[src/rtl/gray_conv_arbiter_if.sv]
// gray_conv_arbiter_if
//   Bundles the requester-side and result-side handshake signals of
//   gray_conv_arbiter so the block and its neighbours connect through a
//   single port.
//
//   Signals:
//     req_valid  [NREQ]        requester i has data on slice i of req_data
//     req_data   [NREQ*WIDTH]  slice i = req_data[i*WIDTH +: WIDTH]
//     req_ready  [NREQ]        one-hot grant back to the requesters
//     out_valid                result register holds a result
//     out_ready                downstream accepts the result
//     out_code   [WIDTH]       Gray code of the granted value
//     out_id     [ID_W]        index of the requester that produced out_code
//
//   Modports:
//     master  drives requests and out_ready (requesters + downstream side)
//     slave   the arbiter/converter itself
interface gray_conv_arbiter_if #(
  parameter int NREQ  = 4,
  parameter int WIDTH = 4,
  parameter int ID_W  = 2
) ();

  logic [NREQ-1:0]       req_valid;
  logic [NREQ*WIDTH-1:0] req_data;
  logic [NREQ-1:0]       req_ready;
  logic                  out_valid;
  logic                  out_ready;
  logic [WIDTH-1:0]      out_code;
  logic [ID_W-1:0]       out_id;

  modport master (
    output req_valid,
    output req_data,
    input  req_ready,
    input  out_valid,
    output out_ready,
    input  out_code,
    input  out_id
  );

  modport slave (
    input  req_valid,
    input  req_data,
    output req_ready,
    output out_valid,
    input  out_ready,
    output out_code,
    output out_id
  );

endinterface

[src/rtl/gray_conv_arbiter.sv]
// gray_conv_arbiter
//   Shares one binary-to-Gray conversion stage (g = b ^ (b >> 1)) between
//   NREQ requesters. A round-robin arbiter picks one valid requester per
//   cycle whenever the single-entry output register can take a result; the
//   converted code is registered together with the winner's index.
//
//   Ports:
//     clk   rising-edge clock
//     rst   synchronous, active-high reset
//     bus   gray_conv_arbiter_if.slave
//             req_valid/req_data/req_ready  per-requester handshake
//             out_valid/out_ready           result handshake
//             out_code/out_id               registered result and its source
//
//   Parameters:
//     NREQ   number of requesters (2..8)
//     WIDTH  code width in bits
//     ID_W   width of out_id, clog2(NREQ)
module gray_conv_arbiter #(
  parameter int NREQ  = 4,
  parameter int WIDTH = 4,
  parameter int ID_W  = 2
) (
  input  logic                   clk,
  input  logic                   rst,
  gray_conv_arbiter_if.slave     bus
);

  typedef enum logic {
    EMPTY = 1'b0,
    FULL  = 1'b1
  } state_t;

  state_t            state_q, state_d;
  logic [ID_W-1:0]   ptr_q, ptr_d;
  logic [ID_W-1:0]   id_q, id_d;
  logic [WIDTH-1:0]  code_q, code_d;

  logic              accept;
  logic              found;
  logic              grant_any;
  logic [ID_W-1:0]   grant_idx;
  logic [NREQ-1:0]   grant_vec;
  logic [WIDTH-1:0]  grant_data;
  int                idx;

  function automatic logic [WIDTH-1:0] to_gray(input logic [WIDTH-1:0] b);
    return b ^ (b >> 1);
  endfunction

  // The output register can take a new result when it is empty, or when
  // the current result leaves in this same cycle (drain and refill).
  assign accept = (state_q == EMPTY) || (bus.out_ready && (state_q == FULL));

  // Round-robin search starting at ptr_q and wrapping modulo NREQ. Only
  // req_valid feeds the search, so req_ready never depends on req_data.
  always_comb begin
    found     = 1'b0;
    grant_idx = '0;
    grant_vec = '0;
    idx       = 0;
    for (int k = 0; k < NREQ; k++) begin
      idx = int'(ptr_q) + k;
      if (idx >= NREQ) begin
        idx = idx - NREQ;
      end
      if (!found && bus.req_valid[idx[ID_W-1:0]]) begin
        found                    = 1'b1;
        grant_idx                = idx[ID_W-1:0];
        grant_vec[idx[ID_W-1:0]] = 1'b1;
      end
    end
  end

  assign grant_any     = accept && found;
  assign bus.req_ready = accept ? grant_vec : '0;
  assign grant_data    = bus.req_data[grant_idx*WIDTH +: WIDTH];

  // Next-state logic. A grant always loads the register and advances the
  // pointer past the winner; without a grant a full register only empties
  // when downstream takes it, leaving code/id at their last values.
  always_comb begin
    state_d = state_q;
    ptr_d   = ptr_q;
    id_d    = id_q;
    code_d  = code_q;
    if (grant_any) begin
      state_d = FULL;
      code_d  = to_gray(grant_data);
      id_d    = grant_idx;
      if (grant_idx == ID_W'(NREQ - 1)) begin
        ptr_d = '0;
      end else begin
        ptr_d = grant_idx + ID_W'(1);
      end
    end else if ((state_q == FULL) && bus.out_ready) begin
      state_d = EMPTY;
    end
  end

  // State and result registers. Reset discards any held result.
  always_ff @(posedge clk) begin
    if (rst) begin
      state_q <= EMPTY;
      ptr_q   <= '0;
      id_q    <= '0;
      code_q  <= '0;
    end else begin
      state_q <= state_d;
      ptr_q   <= ptr_d;
      id_q    <= id_d;
      code_q  <= code_d;
    end
  end

  assign bus.out_valid = (state_q == FULL);
  assign bus.out_code  = code_q;
  assign bus.out_id    = id_q;

endmodule

[src/flat_wrapper.sv]
// flat-port wrapper written by rule: the top's interface ports become plain ports
module gray_conv_arbiter_flat 
#(
  parameter int NREQ  = 4,
  parameter int WIDTH = 4,
  parameter int ID_W  = 2
)
  (clk, rst, bus_req_valid, bus_req_data, bus_req_ready, bus_out_valid, bus_out_ready, bus_out_code, bus_out_id);
  gray_conv_arbiter_if #(.NREQ(NREQ), .WIDTH(WIDTH), .ID_W(ID_W)) bus_i ();
  input  logic clk;
  input  logic rst;
  input wire logic [$bits(bus_i.req_valid)-1:0] bus_req_valid;
  input wire logic [$bits(bus_i.req_data)-1:0] bus_req_data;
  output wire logic [$bits(bus_i.req_ready)-1:0] bus_req_ready;
  output wire logic [$bits(bus_i.out_valid)-1:0] bus_out_valid;
  input wire logic [$bits(bus_i.out_ready)-1:0] bus_out_ready;
  output wire logic [$bits(bus_i.out_code)-1:0] bus_out_code;
  output wire logic [$bits(bus_i.out_id)-1:0] bus_out_id;
  assign bus_i.req_valid = bus_req_valid;
  assign bus_i.req_data = bus_req_data;
  assign bus_req_ready = bus_i.req_ready;
  assign bus_out_valid = bus_i.out_valid;
  assign bus_i.out_ready = bus_out_ready;
  assign bus_out_code = bus_i.out_code;
  assign bus_out_id = bus_i.out_id;
  gray_conv_arbiter #(.NREQ(NREQ), .WIDTH(WIDTH), .ID_W(ID_W)) u_core (.clk(clk), .rst(rst), .bus(bus_i));
endmodule
[config.mk]
export PLATFORM = sky130hd
export DESIGN_NAME = gray_conv_arbiter_flat
export DESIGN_NICKNAME = d
export VERILOG_FILES = /design/src/rtl/gray_conv_arbiter_if.sv /design/src/rtl/gray_conv_arbiter.sv /design/src/flat_wrapper.sv
export SDC_FILE = /design/constraint.sdc
export NUM_CORES = 1
export LEC_CHECK = 0
export CORE_ASPECT_RATIO = 1.5
export CORE_MARGIN = 2
export CORE_UTILIZATION = 40
export DETAILED_ROUTE_END_ITERATION = 16
export GPL_TIMING_DRIVEN = 1
export PLACE_DENSITY = 0.69
export RECOVER_POWER = 100
export SLEW_MARGIN = 20
export SYNTH_ARGS = -nofsm -noshare
export SYNTH_HDL_FRONTEND = slang
export SYNTH_SLANG_ARGS = --single-unit
export TNS_END_PERCENT = 1
[constraint.sdc]
create_clock -name clk -period 3.8 [get_ports clk]
set_input_delay 0.76 -clock clk [delete_from_list [all_inputs] [get_ports clk]]
set_output_delay 0.76 -clock clk [all_outputs]
set_load 0.02 [all_outputs]
Word-level counts from Yosys, hierarchy flattened
Cells that the tools add are included.
{"block": "totals", "ff_bits": 9, "latchBits": 0, "mem_bits_rw": 0, "romBits": 0, "input_bits": 23, "memories": 0}
{"block": "classes", "addsub": 8, "mul": 0, "div_mod_pow": 0, "order_cmp": 12, "eq_ne": 1, "shift": 1, "n_mux": 36, "bitwise": 5, "n_reduce_logical": 14}
{"cell": "$mux W4", "count": 5}
{"cell": "$mux W2", "count": 9}
{"cell": "$shiftx A16 B5 Y4", "count": 1}
{"cell": "$mux W1", "count": 14}
{"cell": "$lt A2 B3 Y1 const B", "count": 4}
{"cell": "$or A4 B4 Y4", "count": 3}
{"cell": "$ge A3 B3 Y1 const B", "count": 3}
{"cell": "$logic_and A1 B1 Y1", "count": 9}
{"cell": "$bmux W1 S2", "count": 4}
{"cell": "$demux W1 S2", "count": 4}
{"cell": "$ge A2 B1 Y1 const B", "count": 4}
{"cell": "$sub A2 B1 Y2 const B", "count": 4}
{"cell": "$add A2 B2 Y3 const B", "count": 2}
{"cell": "$xor A4 B3 Y4", "count": 1}
{"cell": "$add A2 B1 Y3 const B", "count": 1}
{"cell": "$ge A2 B3 Y1 const B", "count": 1}
{"cell": "$logic_not A1 Y1", "count": 3}
{"cell": "$add A2 B1 Y2 const B", "count": 1}
{"cell": "$eq A2 B2 Y1 const B", "count": 1}
{"cell": "$reduce_bool A2 Y1", "count": 1}
{"cell": "$logic_or A1 B1 Y1", "count": 1}
{"cell": "$not A1 Y1", "count": 1}

Logic depth before layout (Yosys ltp)
{"block": "depth", "word_depth": 16, "depth_mapped": 12, "depth_no_buf": 10}

Least setup slack after synthesis
Ideal clock, no wire load.
{"block": "synth_path", "path_type": "flip-flop to output port", "startpoint": "register u_core.ptr_q[0]", "endpoint": "output bus_req_ready[0]", "arrival_ns": 2.386, "required_ns": 3.040, "setup_slack_ns": 0.654, "path_stages_with_launch": 9, "path_cell_list": "dfxtp_1 -> buf_6 -> inv_1 -> ha_1 -> clkbuf_1 -> mux4_2 -> nor4_2 -> a221oi_1 -> nor2_1"}
{"block": "synth_via", "elab_chain_len": 15, "word_cells_on_any_way": 60, "cone_classes": "add/sub: 7; order compare: 12; mux: 28; bitwise: 3; reduce/logical: 10"}
{"element": "start: declaration", "line_no": "gray_conv_arbiter.sv:35", "rtl": "logic [ID_W-1:0] ptr_q, ptr_d;"}
{"element": "start signal: assignment", "line_no": "gray_conv_arbiter.sv:110", "rtl": "ptr_q <= ptr_d;"}
{"element": "branches (longest 13 deep; another with $add A2 B1 Y3)"}
{"element": "$mux W4 *", "line_no": "gray_conv_arbiter.sv:67", "rtl": "if (!found && bus.req_valid[idx[ID_W-1:0]]) begin"}
{"element": "$mux W4 *", "line_no": "gray_conv_arbiter.sv:76", "rtl": "assign bus.req_ready = accept ? grant_vec : '0;"}
{"element": "end: declaration", "line_no": "flat_wrapper.sv:14", "rtl": "output wire logic [$bits(bus_i.req_ready)-1:0] bus_req_ready;"}
Every way passes the cells marked *. The select of a mux whose other input is x is not followed.

Worst setup path after layout
{"block": "layout_path", "startpoint": "input bus_req_valid[2]", "endpoint": "output bus_req_ready[2]"}
{"block": "layout_via", "elab_chain_len": 13, "word_cells_on_any_way": 25, "cone_classes": "mux: 16; bitwise: 3; reduce/logical: 6"}
{"element": "start: declaration", "line_no": "flat_wrapper.sv:12", "rtl": "input wire logic [$bits(bus_i.req_valid)-1:0] bus_req_valid;"}
{"element": "$bmux W1 S2", "line_no": "gray_conv_arbiter.sv:67"}
{"element": "$mux W1 (implied by the code)", "line_no": "gray_conv_arbiter.sv:67"}
{"element": "$mux W1", "line_no": "gray_conv_arbiter.sv:67"}
{"element": "$logic_not A1 Y1", "line_no": "gray_conv_arbiter.sv:67"}
{"element": "$logic_and A1 B1 Y1", "line_no": "gray_conv_arbiter.sv:67"}
{"element": "$mux W1", "line_no": "gray_conv_arbiter.sv:67"}
{"element": "$logic_not A1 Y1", "line_no": "gray_conv_arbiter.sv:67"}
{"element": "$logic_and A1 B1 Y1", "line_no": "gray_conv_arbiter.sv:67"}
{"element": "$mux W1", "line_no": "gray_conv_arbiter.sv:67"}
{"element": "$logic_not A1 Y1", "line_no": "gray_conv_arbiter.sv:67"}
{"element": "$logic_and A1 B1 Y1", "line_no": "gray_conv_arbiter.sv:67"}
{"element": "$mux W4 *", "line_no": "gray_conv_arbiter.sv:67"}
{"element": "$mux W4 *", "line_no": "gray_conv_arbiter.sv:76"}
Every way passes the cells marked *; elsewhere a longest branch is shown, timed or not. The select of a mux whose other input is x is not followed.

==> out/results.ini <==
[run_status]
outcome = finished clean

[route]
detail_route.wl_per_cell_um = 13.7
drt_first_iter_violations = 26
vias = 1299
firstDrtPassIters = 4
wirelength_mm = 3.14
vias_per_cell = 5.67
drc = 0
drt.antenna.violating_nets = 0

[finish]
drive_gt1_share_pct = 16.3
final_nets = 222
area_growth_pct = 40.5
stdcell_count = 229
diodes = 0

[critical_path]
slowest_delay_ns = 0.56
r2r_slack_ns = 0.46
timing.rr.end = u_core.bus.out_code[1]
crit_buf_inv = 3
timing.rr.start = u_core.ptr_q[0]
end_kind = output port
crit_path_start_kind = input port
cp_slowest_cell = mux4_2
critPathRequiredTime_ns = 3.04
worstSetupPathType = in -> out
path_max_fanout = 6
r2r_cells = 10
cp_top_family = buffers and inverters
crit_chain = clkdlybuf4s50_1 -> mux4_2 -> clkbuf_2 -> a22oi_1 -> nor2_1 -> a221oi_2 -> nor2_1 -> dlygate4sd2_1
cpMostUsedCell = nor2_1
cp.arrival_ns = 2.93

[power]
cellPowerDensity_nw_per_um2 = 775
p_int_w = 0.000671
pwr-share-comb_pct = 79.9
ir_drop_mv = 0.418
p_sw_share_pct = 48.6
total_leakage_power_nw = 0.693
p_seq_share_pct = 11.5
power_switching_w = 0.000634
clkPwrFrac_pct = 8.6

[timing]
max_freq_mhz = 271
period_share_pct = 97.1
hold_violations = 0
period_needed_ns = 3.69
fin_ws_ns = 0.110
setup_violations = 0
tightest_slew_ns = 0.610
slew_violations = 0
max_slew_margin_pct = 59.2
tns_ns = 0
finalClockSkew_ns = 0.00200
rsz0062_at_grt = no

[synth]
synth_flop_cell = dfxtp_1
synth-edff-count = 0
synth_cells = 148
syn_nets = 179
syn_avg_cell_area_um2 = 8.10
syn_area_um2 = 1200
synth_seq_cells = 9
yosys.area.top_type_share_pct = 15.0
async_reset_ff_share_pct = 0
synth.most_common_cell = nor2_1
synth_top_cell_by_area = dfxtp_1
synth_seq_area_share_pct = 15.0
synth.area.top_cells = dfxtp_1, mux2i_1, ha_1, mux4_2, nor2_1
ys_types = 45
synthTopCellsByCount = nor2_1, mux2i_1, nand2_1, clkbuf_1, dfxtp_1
ys_warn_count = 0

[flow_run]
cap_viol_max_count = 0

[floorplan]
initial_utilization_pct = 41.6
dieWidth_um = 48.7
num_rows = 24
dieArea_um2 = 3460
core-area_um2 = 2880
io_pins = 34
die_h_um = 71.0

[clocking]
cts_htree_levels = 1
cts_buffers = 3
clock-root-buffer = clkbuf_8
cts_max_path_buffers = 2
ctsHoldBuffers = 0
cts_sinks = 9
cts_setup_buffers = 0
clock_latency_ns = 0.24
cts.repair.resized = 7
cts_tree = done
path_clk_slew_ns = 0.04

[worst_hold_path]
hold_path_class = reg -> reg
hp-start = u_core.bus.out_id[0]
holdPathStages = 2
holdPathEnd = u_core.bus.out_id[0]

[global_routing]
antenna_found_initial = 0
overflow = 0
grt_pass1_vias = 1223
grt_usage_pct = 19.0
grt_max_degree = 23
grt_pass1_wl_mm = 5.38

[place]
dp.cells = 225
place_congestion = 0.826
dpl.hpwl_mm = 2.48
place_ws_ns = -0.190
io_buffers = 33

-- worst max path at each step --
| stage | cells after the start | start | endpoint |
|---|---|---|---|
| after floorplan | 8 | u_core.ptr_q[0] | bus_req_ready[0] |
| after global placement | 6 | bus_req_valid[0] | bus_req_ready[0] |
| after detailed placement | 6 | bus_req_valid[2] | bus_req_ready[2] |
| after CTS | 8 | bus_req_valid[3] | bus_req_ready[2] |
| after global routing | 8 | bus_req_valid[3] | bus_req_ready[2] |
| final | 8 | bus_req_valid[2] | bus_req_ready[2] |
-- worst reg2reg max path, delay by kind of cell, from the launching register on --
family / cells / cell delay, ns
and+or+nand+nor: 3 / 0.34
muxes: 2 / 0.81
adders and majority gates: 1 / 0.46
DFF: 1 / 0.33
AOI/OAI and AO/OA: 2 / 0.94
buffers and inverters: 2 / 0.33
-- area by class of cell --
| type | count | area (um^2) |
|---|---|---|
| fill | 285 | 1200 |
| clock buffer | 4 | 45.0 |
| sequential | 9 | 180 |
| tap | 39 | 48.8 |
| timing repair buffer | 50 | 447 |
| multi-input combinational | 120 | 937 |
| inverter | 7 | 26.3 |
-- registers in the layout, indices dropped and copies added, names as in the netlist --
name and count:
u_core.bus.out_id 2, u_core.bus.out_valid 1, u_core.ptr_q 2, u_core.bus.out_code 4
-- stage by stage --
stage	hold slack (ns)	total power (W)	area, um^2	util, %
6_report	0.478	0.00131	1680	58.4
5_1_grt	0.509	0.00142	1680	58.4
4_1_cts	0.488	0.00136	1710	59.2
3_5_place_dp	0.468	0.00124	1650	57.2
3_3_place_gp	0.462	0.00121	1650	57.2
2_1_floorplan	0.548	0.000906	1200	-
-- power by group through the flow --
stage	clock network [W]	logic, W	registers, W
global route	0.000118	0.00114	0.000157
floorplan	0	0.000713	0.000193
finish	0.000112	0.00104	0.000150
detailed placement	0	0.00108	0.000152
global placement	0	0.00106	0.000152
CTS	0.000113	0.00109	0.000152
-- routing by layer --
| metal | GRT usage [%] | up-vias | part of all wire [%] |
|---|---|---|---|
| met5 | 0 | - | 0 |
| met4 | 9.21 | 0 | 2.0 |
| met3 | 1.69 | 7 | 3.3 |
| met2 | 35.5 | 35 | 53 |
| met1 | 21.3 | 623 | 41 |
| li1 | - | 634 | - |
-- layout by cell type (no fill, tap or decap), types with 3 or more instances in the layout --
| cell type | synthesis | routed |
|---|---|---|
| nor2_1 | 17 | 18 |
| inv_1 | 7 | 7 |
| nand2_1 | 11 | 11 |
| ha_1 | 8 | 8 |
| dlygate4sd3_1 | 0 | 7 |
| xnor2_1 | 4 | 4 |
| nand3b_1 | 5 | 5 |
| dlygate4sd2_1 | 0 | 4 |
| mux2i_1 | 11 | 11 |
| buf_4 | 0 | 14 |
| a21oi_1 | 5 | 5 |
| nand3_1 | 4 | 4 |
| mux4_2 | 4 | 4 |
| clkbuf_8 | 0 | 3 |
| clkdlybuf4s50_1 | 0 | 22 |
| o211ai_1 | 5 | 5 |
| dfxtp_1 | 9 | 9 |
| nand2b_1 | 3 | 3 |
| a22oi_1 | 5 | 5 |
| a221oi_1 | 5 | 4 |
-- logic make-up (layout without fill, tap and decap cells) --
group / after synthesis / in the layout / share of synthesized area [%]
buf+inv: 19 / 61 / 6.79
fa+ha+maj: 8 / 8 / 8.35
compound gates: 33 / 33 / 22.1
xor+xnor: 6 / 6 / 4.38
simple gates: 57 / 57 / 25.7
flops: 9 / 9 / 15.0
mux: 16 / 16 / 17.6
(Power assumes the default switching activity.)
